File: config.mk
export PLATFORM = sky130hd
export DESIGN_NAME = fir_coef_scheduler_flat
export DESIGN_NICKNAME = d
export VERILOG_FILES = /design/src/rtl/fir_coef_scheduler_pkg.sv /design/src/rtl/fir_coef_scheduler_if.sv /design/src/rtl/fir_coef_scheduler_bank.sv /design/src/rtl/fir_coef_scheduler.sv /design/src/flat_wrapper.sv
export SDC_FILE = /design/constraint.sdc
export NUM_CORES = 1
export LEC_CHECK = 0
export ABC_AREA = 1
export ABC_CLOCK_PERIOD_IN_PS = 9600
export BUFFER_PORTS_ARGS = -buffer_cell sky130_fd_sc_hd__buf_4
export CORE_MARGIN = 1.5
export CORE_UTILIZATION = 60
export DETAILED_ROUTE_END_ITERATION = 8
export PLACE_DENSITY = 0.94
export SLEW_MARGIN = 20
export SYNTH_ARGS = -nofsm -noshare
export SYNTH_HDL_FRONTEND = slang
export SYNTH_SLANG_ARGS = --single-unit
File: constraint.sdc
create_clock -name CLK -period 9.6 [get_ports CLK]
set_input_delay 1.44 -clock CLK [delete_from_list [all_inputs] [get_ports CLK]]
set_output_delay 1.44 -clock CLK [all_outputs]
set_load 0.1 [all_outputs]
File: src/rtl/fir_coef_scheduler_pkg.sv
// fir_cfg_pkg: shared constants, state enum and decode helpers
// for the FIR coefficient scheduler (address map, CTRL bits).
package fir_cfg_pkg;

   localparam int CW_DEF = 8;

   localparam logic [2:0] ADDR_CTRL = 3'd6;
   localparam logic [2:0] ADDR_TAPS = 3'd7;

   localparam int COMMIT  = 0;
   localparam int CLR_OVR = 7;

   typedef enum logic [1:0] {
      IDLE,
      PENDING,
      APPLY
   } state_e;

   // Address targets the shadow bank (coefficient or tap count)
   function automatic logic is_shadow(
      input logic [2:0] a,
      input int         n
   );
      return (int'(a) < n) || (a == ADDR_TAPS);
   endfunction

   // Out-of-range tap counts fall back to the full filter length
   function automatic logic [2:0] clamp_taps(
      input logic [7:0] v,
      input int         n
   );
      if (v == 8'd0 || int'(v) > n)
         return 3'(n);
      return v[2:0];
   endfunction

endpackage

File: src/rtl/fir_coef_scheduler_if.sv
// Config write port from config_passer.
// master drives WrEn/RegAddr/D7_D0; slave (scheduler) receives.
interface fir_coef_scheduler_if;

   logic       WrEn;
   logic [2:0] RegAddr;
   logic [7:0] D7_D0;

   modport master (
      output WrEn,
      output RegAddr,
      output D7_D0
   );

   modport slave (
      input WrEn,
      input RegAddr,
      input D7_D0
   );

endinterface

File: src/rtl/fir_coef_scheduler_bank.sv
// fir_coef_bank: shadow and active coefficient/tap registers.
// wr_i = accepted shadow write; copy_i = shadow -> active transfer.
module fir_coef_bank
   import fir_cfg_pkg::*;
#(
   parameter int NTAPS = 6,
   parameter int CW    = CW_DEF
) (
   input  logic                clk_i,
   input  logic                rst_i,
   input  logic                wr_i,
   input  logic [2:0]          addr_i,
   input  logic [7:0]          data_i,
   input  logic                copy_i,
   output logic [NTAPS*CW-1:0] coef_o,
   output logic [2:0]          taps_o
);

   logic [CW-1:0] sh_q   [NTAPS];
   logic [CW-1:0] sh_d   [NTAPS];
   logic [CW-1:0] act_q  [NTAPS];
   logic [CW-1:0] act_d  [NTAPS];
   logic [2:0]    shtaps_q, shtaps_d;
   logic [2:0]    acttaps_q, acttaps_d;

   always_comb begin
      sh_d      = sh_q;
      act_d     = act_q;
      shtaps_d  = shtaps_q;
      acttaps_d = acttaps_q;
      if (wr_i) begin
         for (int i = 0; i < NTAPS; i++)
            if (int'(addr_i) == i)
               sh_d[i] = CW'(data_i);
         if (addr_i == ADDR_TAPS)
            shtaps_d = clamp_taps(data_i, NTAPS);
      end
      if (copy_i) begin
         act_d     = sh_q;
         acttaps_d = shtaps_q;
      end
   end

   always_ff @(posedge clk_i or posedge rst_i) begin
      if (rst_i) begin
         for (int i = 0; i < NTAPS; i++) begin
            sh_q[i]  <= '0;
            act_q[i] <= '0;
         end
         shtaps_q  <= 3'(NTAPS);
         acttaps_q <= 3'(NTAPS);
      end else begin
         sh_q      <= sh_d;
         act_q     <= act_d;
         shtaps_q  <= shtaps_d;
         acttaps_q <= acttaps_d;
      end
   end

   for (genvar g = 0; g < NTAPS; g++) begin : g_bus
      assign coef_o[g*CW +: CW] = act_q[g];
   end

   assign taps_o = acttaps_q;

endmodule

File: src/rtl/fir_coef_scheduler.sv
// fir_coef_scheduler: commits shadow coefficients at a sample boundary.
// Ports: CLK, RST, cfg (write port), SampleStrobe, CoefBus, ActiveTaps,
// CoefValid, Busy, Overrun; TimeoutFlag with COEF_COMMIT_TIMEOUT_EN.
module fir_coef_scheduler
   import fir_cfg_pkg::*;
#(
   parameter int NTAPS = 6,
   parameter int CW    = CW_DEF
`ifdef COEF_COMMIT_TIMEOUT_EN
   ,
   parameter int TIMEOUT = 1024
`endif
) (
   input  logic                  CLK,
   input  logic                  RST,
   fir_coef_scheduler_if.slave   cfg,
   input  logic                  SampleStrobe,
   output logic [NTAPS*CW-1:0]   CoefBus,
   output logic [2:0]            ActiveTaps,
   output logic                  CoefValid,
   output logic                  Busy,
   output logic                  Overrun
`ifdef COEF_COMMIT_TIMEOUT_EN
   ,
   output logic                  TimeoutFlag
`endif
);

   state_e state_q, state_d;
   logic   ovr_q, ovr_d;
   logic   copy;
   logic   go;
   logic   ctrl_wr, commit_wr, clr_wr, sh_wr;

   assign ctrl_wr   = cfg.WrEn && (cfg.RegAddr == ADDR_CTRL);
   assign commit_wr = ctrl_wr && cfg.D7_D0[COMMIT];
   assign clr_wr    = ctrl_wr && cfg.D7_D0[CLR_OVR];
   assign sh_wr     = cfg.WrEn && is_shadow(cfg.RegAddr, NTAPS);

`ifdef COEF_COMMIT_TIMEOUT_EN
   logic [15:0] cnt_q, cnt_d;
   logic        tmo;
   logic        tflag_q, tflag_d;

   assign tmo = (state_q == PENDING) && (cnt_q == 16'(TIMEOUT - 1));
   assign go  = SampleStrobe || tmo;

   always_comb begin
      cnt_d   = '0;
      tflag_d = tflag_q;
      if (state_q == PENDING)
         cnt_d = cnt_q + 16'd1;
      if (clr_wr)
         tflag_d = 1'b0;
      if (tmo && !SampleStrobe)
         tflag_d = 1'b1;
   end

   always_ff @(posedge CLK or posedge RST) begin
      if (RST) begin
         cnt_q   <= '0;
         tflag_q <= 1'b0;
      end else begin
         cnt_q   <= cnt_d;
         tflag_q <= tflag_d;
      end
   end

   assign TimeoutFlag = tflag_q;
`else
   assign go = SampleStrobe;
`endif

   always_comb begin
      state_d = state_q;
      copy    = 1'b0;
      ovr_d   = ovr_q;
      unique case (state_q)
         IDLE:    if (commit_wr) state_d = PENDING;
         PENDING: if (go) begin
            state_d = APPLY;
            copy    = 1'b1;
         end
         APPLY:   state_d = IDLE;
         default: state_d = IDLE;
      endcase
      // Clear and drop cannot share a cycle: one write per cycle
      if (clr_wr)
         ovr_d = 1'b0;
      else if (sh_wr && state_q != IDLE)
         ovr_d = 1'b1;
   end

   always_ff @(posedge CLK or posedge RST) begin
      if (RST) begin
         state_q <= IDLE;
         ovr_q   <= 1'b0;
      end else begin
         state_q <= state_d;
         ovr_q   <= ovr_d;
      end
   end

   fir_coef_bank #(
      .NTAPS (NTAPS),
      .CW    (CW)
   ) u_bank (
      .clk_i  (CLK),
      .rst_i  (RST),
      .wr_i   (sh_wr && state_q == IDLE),
      .addr_i (cfg.RegAddr),
      .data_i (cfg.D7_D0),
      .copy_i (copy),
      .coef_o (CoefBus),
      .taps_o (ActiveTaps)
   );

   assign Busy      = (state_q != IDLE);
   assign CoefValid = (state_q == APPLY);
   assign Overrun   = ovr_q;

endmodule
File: src/flat_wrapper.sv
// flat-port wrapper written by rule: the top's interface ports become plain ports
module fir_coef_scheduler_flat import fir_cfg_pkg::*;
#(
   parameter int NTAPS = 6,
   parameter int CW    = CW_DEF

)
  (CLK, RST, SampleStrobe, CoefBus, ActiveTaps, CoefValid, Busy, Overrun, cfg_WrEn, cfg_RegAddr, cfg_D7_D0);
  fir_coef_scheduler_if cfg_i ();
  input  logic CLK;
  input  logic RST;
  input  logic SampleStrobe;
  output logic [NTAPS*CW-1:0] CoefBus;
  output logic [2:0] ActiveTaps;
  output logic CoefValid;
  output logic Busy;
  output logic Overrun;
  input wire logic [$bits(cfg_i.WrEn)-1:0] cfg_WrEn;
  input wire logic [$bits(cfg_i.RegAddr)-1:0] cfg_RegAddr;
  input wire logic [$bits(cfg_i.D7_D0)-1:0] cfg_D7_D0;
  assign cfg_i.WrEn = cfg_WrEn;
  assign cfg_i.RegAddr = cfg_RegAddr;
  assign cfg_i.D7_D0 = cfg_D7_D0;
  fir_coef_scheduler #(.NTAPS(NTAPS), .CW(CW)) u_core (.CLK(CLK), .RST(RST), .cfg(cfg_i), .SampleStrobe(SampleStrobe), .CoefBus(CoefBus), .ActiveTaps(ActiveTaps), .CoefValid(CoefValid), .Busy(Busy), .Overrun(Overrun));
endmodule
---- After elaboration in Yosys (flattened, before gate mapping) ----
Cells that the tools add are included.
storage, ports and cells
  flip-flop bits (word level) ............. 105
  input port bits ......................... 15
  output and inout bits ................... 54
  logic and storage cells ................. 62
cells by class
  $lt $le $gt $ge ......................... 2
  eq/ne operators ......................... 11
  multiplexer cells ....................... 12
  reductions and logical operators ........ 21
operator list
  kind                                                                             count
  3-bit == test, second input constant                                             6
  2-bit AND reduction                                                              8
  8-bit by 3-bit greater-than comparator with 1-bit output, second input constant  1
  8-bit logical NOT                                                                1
  1-bit 2-to-1 mux                                                                 7
  1-bit logical AND                                                                6
  3-bit 2-to-1 mux                                                                 2
  2-bit 2-to-1 mux                                                                 2
  2-bit case mux with 2 select lines                                               1
  2-bit nonzero test                                                               2
  3-bit by 2-bit == test with 1-bit output, second input constant                  1
  3-bit logical NOT                                                                1
  3-bit less-than comparator, second input constant                                1
  2-bit by 1-bit == test with 1-bit output, second input constant                  1
  2-bit == test, second input constant                                             1
  2-bit logical NOT                                                                1
  1-bit logical OR                                                                 2
  2-bit by 1-bit inequality test with 1-bit output, second input constant          1
  2-bit inequality test, second input constant                                     1

---- Logic depth before layout (Yosys ltp) ----
Gate-level depths: netlist of the first run.
  word-level depth ........................ 6
  mapped depth ............................ 8

---- By module ----
Synthesis of the first run repeated with hierarchy kept, for this count alone.
second synthesis, totals
  cells, all modules ...................... 327
  area, all modules ....................... 4046.4 um^2
modules (own cells, without submodules)
  module              instances  cells an instance  area each (um^2)  seq. area each (um^2)
  fir_coef_bank       1          303                3876.2            2557.5
  fir_coef_scheduler  1          24                 170.2             75.1

---- Least setup slack after synthesis of the first run ----
OpenSTA, ideal clock, no wires.
  path type ............................... reg2out
  start ................................... register u_core.state_q[1]
  end ..................................... output CoefValid
  data arrival time ....................... 1.695 ns
  data required time ...................... 8.160 ns
  slack ................................... 6.465 ns
  cell stages (with the launch flop) ...... 3
  cells stage by stage .................... dfrtp_1 -> inv_1 -> nor2_1
on the way
  word-level cells in the longest chain between the ends .. 1
ends and longest elaborated chain
  element                   line                       source
  start: declaration        fir_coef_scheduler.sv:29   state_e state_q, state_d;
  start signal: assignment  fir_coef_scheduler.sv:99   state_q <= state_d;
  2-bit == test             fir_coef_scheduler.sv:119  assign CoefValid = (state_q == APPLY);
  end: declaration          flat_wrapper.sv:15         output logic CoefValid;
Every way passes these cells.

---- Worst setup path after layout of the first run ----
  start ................................... register u_core.state_q[0]
  end ..................................... output Busy
on the way
  word-level cells in the longest chain between the ends .. 1
ends and longest elaborated chain
  element             line                       source
  2-bit nonzero test  fir_coef_scheduler.sv:118  assign Busy = (state_q != IDLE);
  end: declaration    flat_wrapper.sv:16         output logic Busy;
Every way passes these cells.

==> flow_metrics.env, run 1 <==
export IMPL_status="finished, final reports clean"
export IMPL_fmax_mhz=360
export IMPL_clk_pin_slew_worst_paths_ns=0.09
export IMPL_ys_ff_latch=105
export IMPL_yosysWarnings=0
export IMPL_grt_pass1_vias=2899
export IMPL_postSynthCellCount=430
export IMPL_wl_met2_um=4200
export IMPL_grt_max_degree=96
export IMPL_core_area_mm2=0.00649
export IMPL_cts_root_buf="clkbuf_8"
export IMPL_clock_latency_ns=0.36
export IMPL_postSynth_asyncResetShare=1.00
export IMPL_post_cts_resized=0
export IMPL_synth_cell_types=20
export IMPL_rows=29
export IMPL_crit_path_end="Busy"
export IMPL_rr_worst_depth=6
export IMPL_min_period_ns=2.78
export IMPL_die_x_um=85.8
export IMPL_fin_tns_setup_ns=0
export IMPL_final_cell_mix="125 x nand2_1, 101 x dfrtp_1, 75 x o21ai_0"
export IMPL_cts_htree_levels=3
export IMPL_drv_cap=0
export IMPL_ctsHoldBuffers=0
export IMPL_slowest_stage="dfrtp_1"
export IMPL_syn_num_nets=445
export IMPL_reg2reg_to="u_core.u_bank.coef_o[23]"
export IMPL_synth_flop_cell="dfrtp_1"
export IMPL_die_h_um=85.8
export IMPL_crit_required_ns=8.16
export IMPL_drive_gt1_frac=0.201
export IMPL_layout_commonest_cell="nand2_1"
export IMPL_antenna_found_initial=0
export IMPL_initial_core_util=0.633
export IMPL_clockBufferDepth=2
export IMPL_top_layer="met4"
export IMPL_crit_fanout=5
export IMPL_r2r_start="u_core.state_q[1]"
export IMPL_endpoint_kind="primary output"
export IMPL_track_usage=0.249
export IMPL_areaGrowthSynthToFinish_pct=17.9
export IMPL_grt_pass1_wl_um=13900
export IMPL_ant_nets=0
export IMPL_setup_viol=0
export IMPL_final_util=0.746
export IMPL_worstSetupPathType="reg2out"
export IMPL_slew_limit_headroom=0.410
export IMPL_fin_skew_ns=0.00719
export IMPL_holdWs_ns=0.472
export IMPL_cts_tree="yes"
export IMPL_vias=3128
export IMPL_max_stage_delay_ns=0.45
export IMPL_cp_startpoint="u_core.state_q[0]"
export IMPL_wire_per_inst_um=15.0
export IMPL_hp_start="u_core.u_bank.shtaps_q[2]"
export IMPL_postCtsSetupBuffers=0
export IMPL_wl_met1_um=3590
export IMPL_num_antenna_cells=0
export IMPL_grt_ovfl_total=0
export IMPL_gp_congestion=0.790
export IMPL_hp_class="reg2reg"
export IMPL_synth_edf_count=0
export IMPL_io_buffers=68
export IMPL_syn_area_per_cell_um2=9.56
export IMPL_nNetsFinal=509
export IMPL_rrSetupSlack_ns=7.58
export IMPL_final_period_utilization=0.290
export IMPL_wl_um=8640
export IMPL_worstMarginPinSlew_ns=0.885
export IMPL_cp_arrival_ns=1.34
export IMPL_first_iter_violations=304
export IMPL_dieArea_mm2=0.00735
export IMPL_io_pins=69
export IMPL_cts_made_buffers=9
export IMPL_hold_viol=0
export IMPL_critPathLaunchType="flip-flop"
export IMPL_cts_sinks=105
export IMPL_cp_cell_sequence="nor2_4 > inv_1 > buf_4"
export IMPL_drc=0
export IMPL_wl_met3_um=537
export IMPL_grt_setup_unrepaired="false"
export IMPL_dr_pass1_iters=5
export IMPL_syn_area_mm2=0.00411
export IMPL_seq_area_frac_synth=0.641
export IMPL_dp_hpwl_um=5800
export IMPL_drv_slew=0
export IMPL_drt_vias_per_instance=5.44
how the worst min path moves through the flow:
stage | endpoint | slack (ns) | cells past startpoint
2_1_floorplan | u_core.u_bank.coef_o[16] | 0.44 | 2
3_3_place_gp | u_core.u_bank.taps_o[1] | 0.45 | 2
3_5_place_dp | u_core.u_bank.taps_o[1] | 0.46 | 2
4_1_cts | u_core.u_bank.taps_o[2] | 0.47 | 2
5_1_grt | u_core.u_bank.shtaps_q[2] | 0.50 | 2
6_report | u_core.u_bank.taps_o[2] | 0.47 | 2
flip-flops by register name, summed over array words and instances, names as in the netlist:
name,count
u_core.u_bank.coef_o,48
u_core.u_bank.sh_q,48
u_core.u_bank.shtaps_q,3
u_core.u_bank.taps_o,3
u_core.state_q,2
u_core.Overrun,1
final cells by class:
| type | instances | area [um2] |
|---|---|---|
| well taps | 77 | 96.3 |
| fillers | 434 | 1650 |
| repair buffers | 70 | 526 |
| inverters | 57 | 216 |
| clock inverters | 4 | 76.3 |
| clock buffers | 11 | 141 |
| flip-flops and latches | 105 | 2630 |
| multi-input cells | 251 | 1160 |
synthesized netlist by cell type, types with 5 or more instances:
library cell,instances,area (um2)
nor2_4,6,67.6
nand2_1,125,469
inv_1,55,206
o21ai_1,13,65.1
dfrtp_1,101,2530
nand3_1,13,65.1
o21ai_0,75,375
buf_6,5,56.3
nor2_1,10,37.5
buf_2,7,35.0
clkbuf_1,5,18.8
critical path: cells and delay by family, from the launching register on:
family                 cells  cell delay (ns)
and+or+nand+nor            1             0.21
DFF                        1             0.45
buffers and inverters      2             0.32
metal layers:
metal,global-route usage,up-vias
li1,-,1466
met1,0.328,1515
met2,0.402,120
met3,0.0414,27
met4,0.135,0
met5,0,-
kinds of logic (layout without fill, tap and decap cells):
logic type	count (synthesis)	in the layout	synth area share
and+or+nand+nor	158	158	0.167
DFF	105	105	0.641
buffers and inverters	74	142	0.0789
AOI/OAI and AO/OA	93	93	0.114
stage by stage:
step	cells	cell area [um2]	setup WS [ns]
after CTS	575	4850	6.82
after detailed placement	560	4630	6.58
after floorplan	430	4110	5.41
after global routing	575	4850	6.77
after global placement	560	4630	6.63
final	575	4850	6.82
Power of run 1 is not shown: default switching activity piles up to over one toggle a cycle in this logic, so the estimate is an artifact.
==> inputs of run 2 (changes only) <==
Settings changed: ABC_CLOCK_PERIOD_IN_PS 9600 to 2800, CORE_UTILIZATION 60 to 55, PLACE_DENSITY 0.94 to 0.88.
Clock period 9.6 ns to 2.8 ns, I/O delays scaled along.
==> run 2 against run 1 <==
Hold slack got worse by 0.27 ns. Clock skew increased by 0.00075 ns. Clock-buffer cell count decreased by 1. Wire length decreased by 0.13%. Flip-flop and latch count unchanged. Sequential share of layout area decreased by 0.90 points. Final area increased by 1.7%.
==> flow_metrics.env, run 2 (synthesis results as in run 1) <==
export IMPL_status="finished, final reports clean"
export IMPL_first_iter_violations=203
export IMPL_crit_required_ns=3.04
export IMPL_post_cts_resized=0
export IMPL_grt_max_degree=106
export IMPL_cellLeakagePower_nw=2.49
export IMPL_place_area_mm2=0.00468
export IMPL_endpoint_kind="flip-flop"
export IMPL_dp_hpwl_um=5720
export IMPL_cts_tree="yes"
export IMPL_track_usage=0.234
export IMPL_p_clk_frac=0.179
export IMPL_cp_cell_sequence="inv_1 > nand3_2 > buf_4 > nand2_1 > o21ai_0"
export IMPL_clockBufferDepth=2
export IMPL_hp_class="in2async"
export IMPL_drt_vias_per_instance=5.15
export IMPL_worstMarginPinSlew_ns=0.772
export IMPL_fin_skew_ns=0.00794
export IMPL_fin_area_mm2=0.00493
export IMPL_dr_pass1_iters=4
export IMPL_grt_pass1_wl_um=14000
export IMPL_wire_per_inst_um=14.4
export IMPL_num_antenna_cells=0
export IMPL_antenna_found_initial=0
export IMPL_nNetsFinal=510
export IMPL_final_cell_mix="125 x nand2_1, 101 x dfrtp_1, 75 x o21ai_0"
export IMPL_switchingPower_mw=3.20
export IMPL_crit_fanout=45
export IMPL_die_x_um=89.4
export IMPL_clock_latency_ns=0.37
export IMPL_hold_viol=0
export IMPL_nFillCells=531
export IMPL_slowest_stage="nand3_2"
export IMPL_vias=3082
export IMPL_grt_setup_unrepaired="false"
export IMPL_worstSetupPathType="reg2reg"
export IMPL_vdd_ir_drop_max_v=0.000828
export IMPL_power_density_mw_per_mm2=1290
export IMPL_path_delay_family="simple AND/OR/NAND/NOR gates"
export IMPL_dpl_cell_count=583
export IMPL_wl_um=8630
export IMPL_critPathLaunchType="flip-flop"
export IMPL_initial_core_util=0.566
export IMPL_cts_root_buf="clkbuf_8"
export IMPL_cts_made_buffers=9
export IMPL_postCtsSetupBuffers=0
export IMPL_areaGrowthSynthToFinish_pct=19.9
export IMPL_ctsHoldBuffers=0
export IMPL_cts_sinks=105
export IMPL_combPwrFrac=0.475
export IMPL_layout_commonest_cell="nand2_1"
export IMPL_fin_tns_setup_ns=0
export IMPL_p_int_mw=3.14
export IMPL_fmax_mhz=504
export IMPL_cp_arrival_ns=2.23
export IMPL_dieArea_mm2=0.00800
export IMPL_critPathBufInv=2
export IMPL_cts_htree_levels=3
export IMPL_slew_limit_headroom=0.485
export IMPL_final_period_utilization=0.709
export IMPL_max_stage_delay_ns=0.59
export IMPL_power_total_mw=6.34
export IMPL_io_buffers=68
export IMPL_grt_ovfl_total=0
export IMPL_min_period_ns=1.99
export IMPL_switching_share=0.505
export IMPL_die_h_um=89.4
export IMPL_io_pins=69
export IMPL_setup_viol=0
export IMPL_drv_slew=0
export IMPL_stdcell_count=599
export IMPL_grt_pass1_vias=3034
export IMPL_ant_nets=0
export IMPL_gp_congestion=0.783
export IMPL_final_util=0.679
export IMPL_rows=31
export IMPL_clk_pin_slew_worst_paths_ns=0.10
export IMPL_drv_cap=0
export IMPL_seqPwrFrac=0.346
export IMPL_drc=0
export IMPL_drive_gt1_frac=0.206
export IMPL_core_area_mm2=0.00725
-- run 2: cell types whose count changed in the layout (fill, tap and decap cells not counted) --
| cell | before | now |
|---|---|---|
| buf_12 | 0 | 1 |
| bufinv_16 | 2 | 3 |
| clkbuf_1 | 1 | 0 |
| clkinv_2 | 0 | 1 |
| clkinv_4 | 0 | 1 |
| inv_4 | 1 | 0 |
-- run 2: power by group through the flow --
stage | Clock, mW | Combinational (mW) | Sequential (mW)
2_1_floorplan | 0 | 0.420 | 4.15
3_3_place_gp | 0 | 2.97 | 2.21
3_5_place_dp | 0 | 3.02 | 2.22
4_1_cts | 1.14 | 3.03 | 2.20
5_1_grt | 1.19 | 3.16 | 2.24
6_report | 1.13 | 3.01 | 2.20
-- run 2: layer usage --
| metal | track usage | part of all wire | up-vias |
|---|---|---|---|
| met5 | 0 | 0 | - |
| met4 | 0.0895 | 0.014 | 0 |
| met3 | 0.0434 | 0.079 | 13 |
| met2 | 0.394 | 0.50 | 115 |
| met1 | 0.305 | 0.41 | 1479 |
| li1 | - | - | 1475 |
-- run 2: tightest hold or removal path: stages --
cell and delay [ns]:
buf_4 0.12, clkinvlp_4 0.07, buf_12 0.41
-- run 2: per-stage QoR --
step	hold slack, ns	setup slack [ns]
final	0.204	0.815
after global routing	0.246	0.634
after CTS	0.235	0.821
after detailed placement	0.458	0.859
after global placement	0.457	0.930
after floorplan	0.442	0.685
-- run 2: worst paths after layout --
| kind | startpoint | end | slack [ns] | cells past startpoint |
|---|---|---|---|---|
| max reg2reg | u_core.state_q[1] | u_core.u_bank.coef_o[5] | 0.81 | 5 |
| max in group asynchronous | RST | u_core.u_bank.taps_o[2] | 2.19 | 3 |
| min reg2reg | u_core.u_bank.shtaps_q[2] | u_core.u_bank.taps_o[2] | 0.47 | 2 |
| max | u_core.state_q[1] | u_core.u_bank.coef_o[5] | 0.81 | 5 |
| min in group CLK | SampleStrobe | u_core.state_q[0] | 0.27 | 2 |
| min | RST | u_core.u_bank.coef_o[28] | 0.20 | 3 |
-- run 2: cell type report --
type,count,area [um2],share of cell area
tap,99,124,0.0251
clock buffer,10,138,0.0279
multi-input combinational,251,1160,0.235
inverter,57,218,0.0442
timing repair buffer,71,546,0.111
sequential,105,2630,0.534
clock inverter,6,113,0.0229
(Power assumes the default switching activity.)
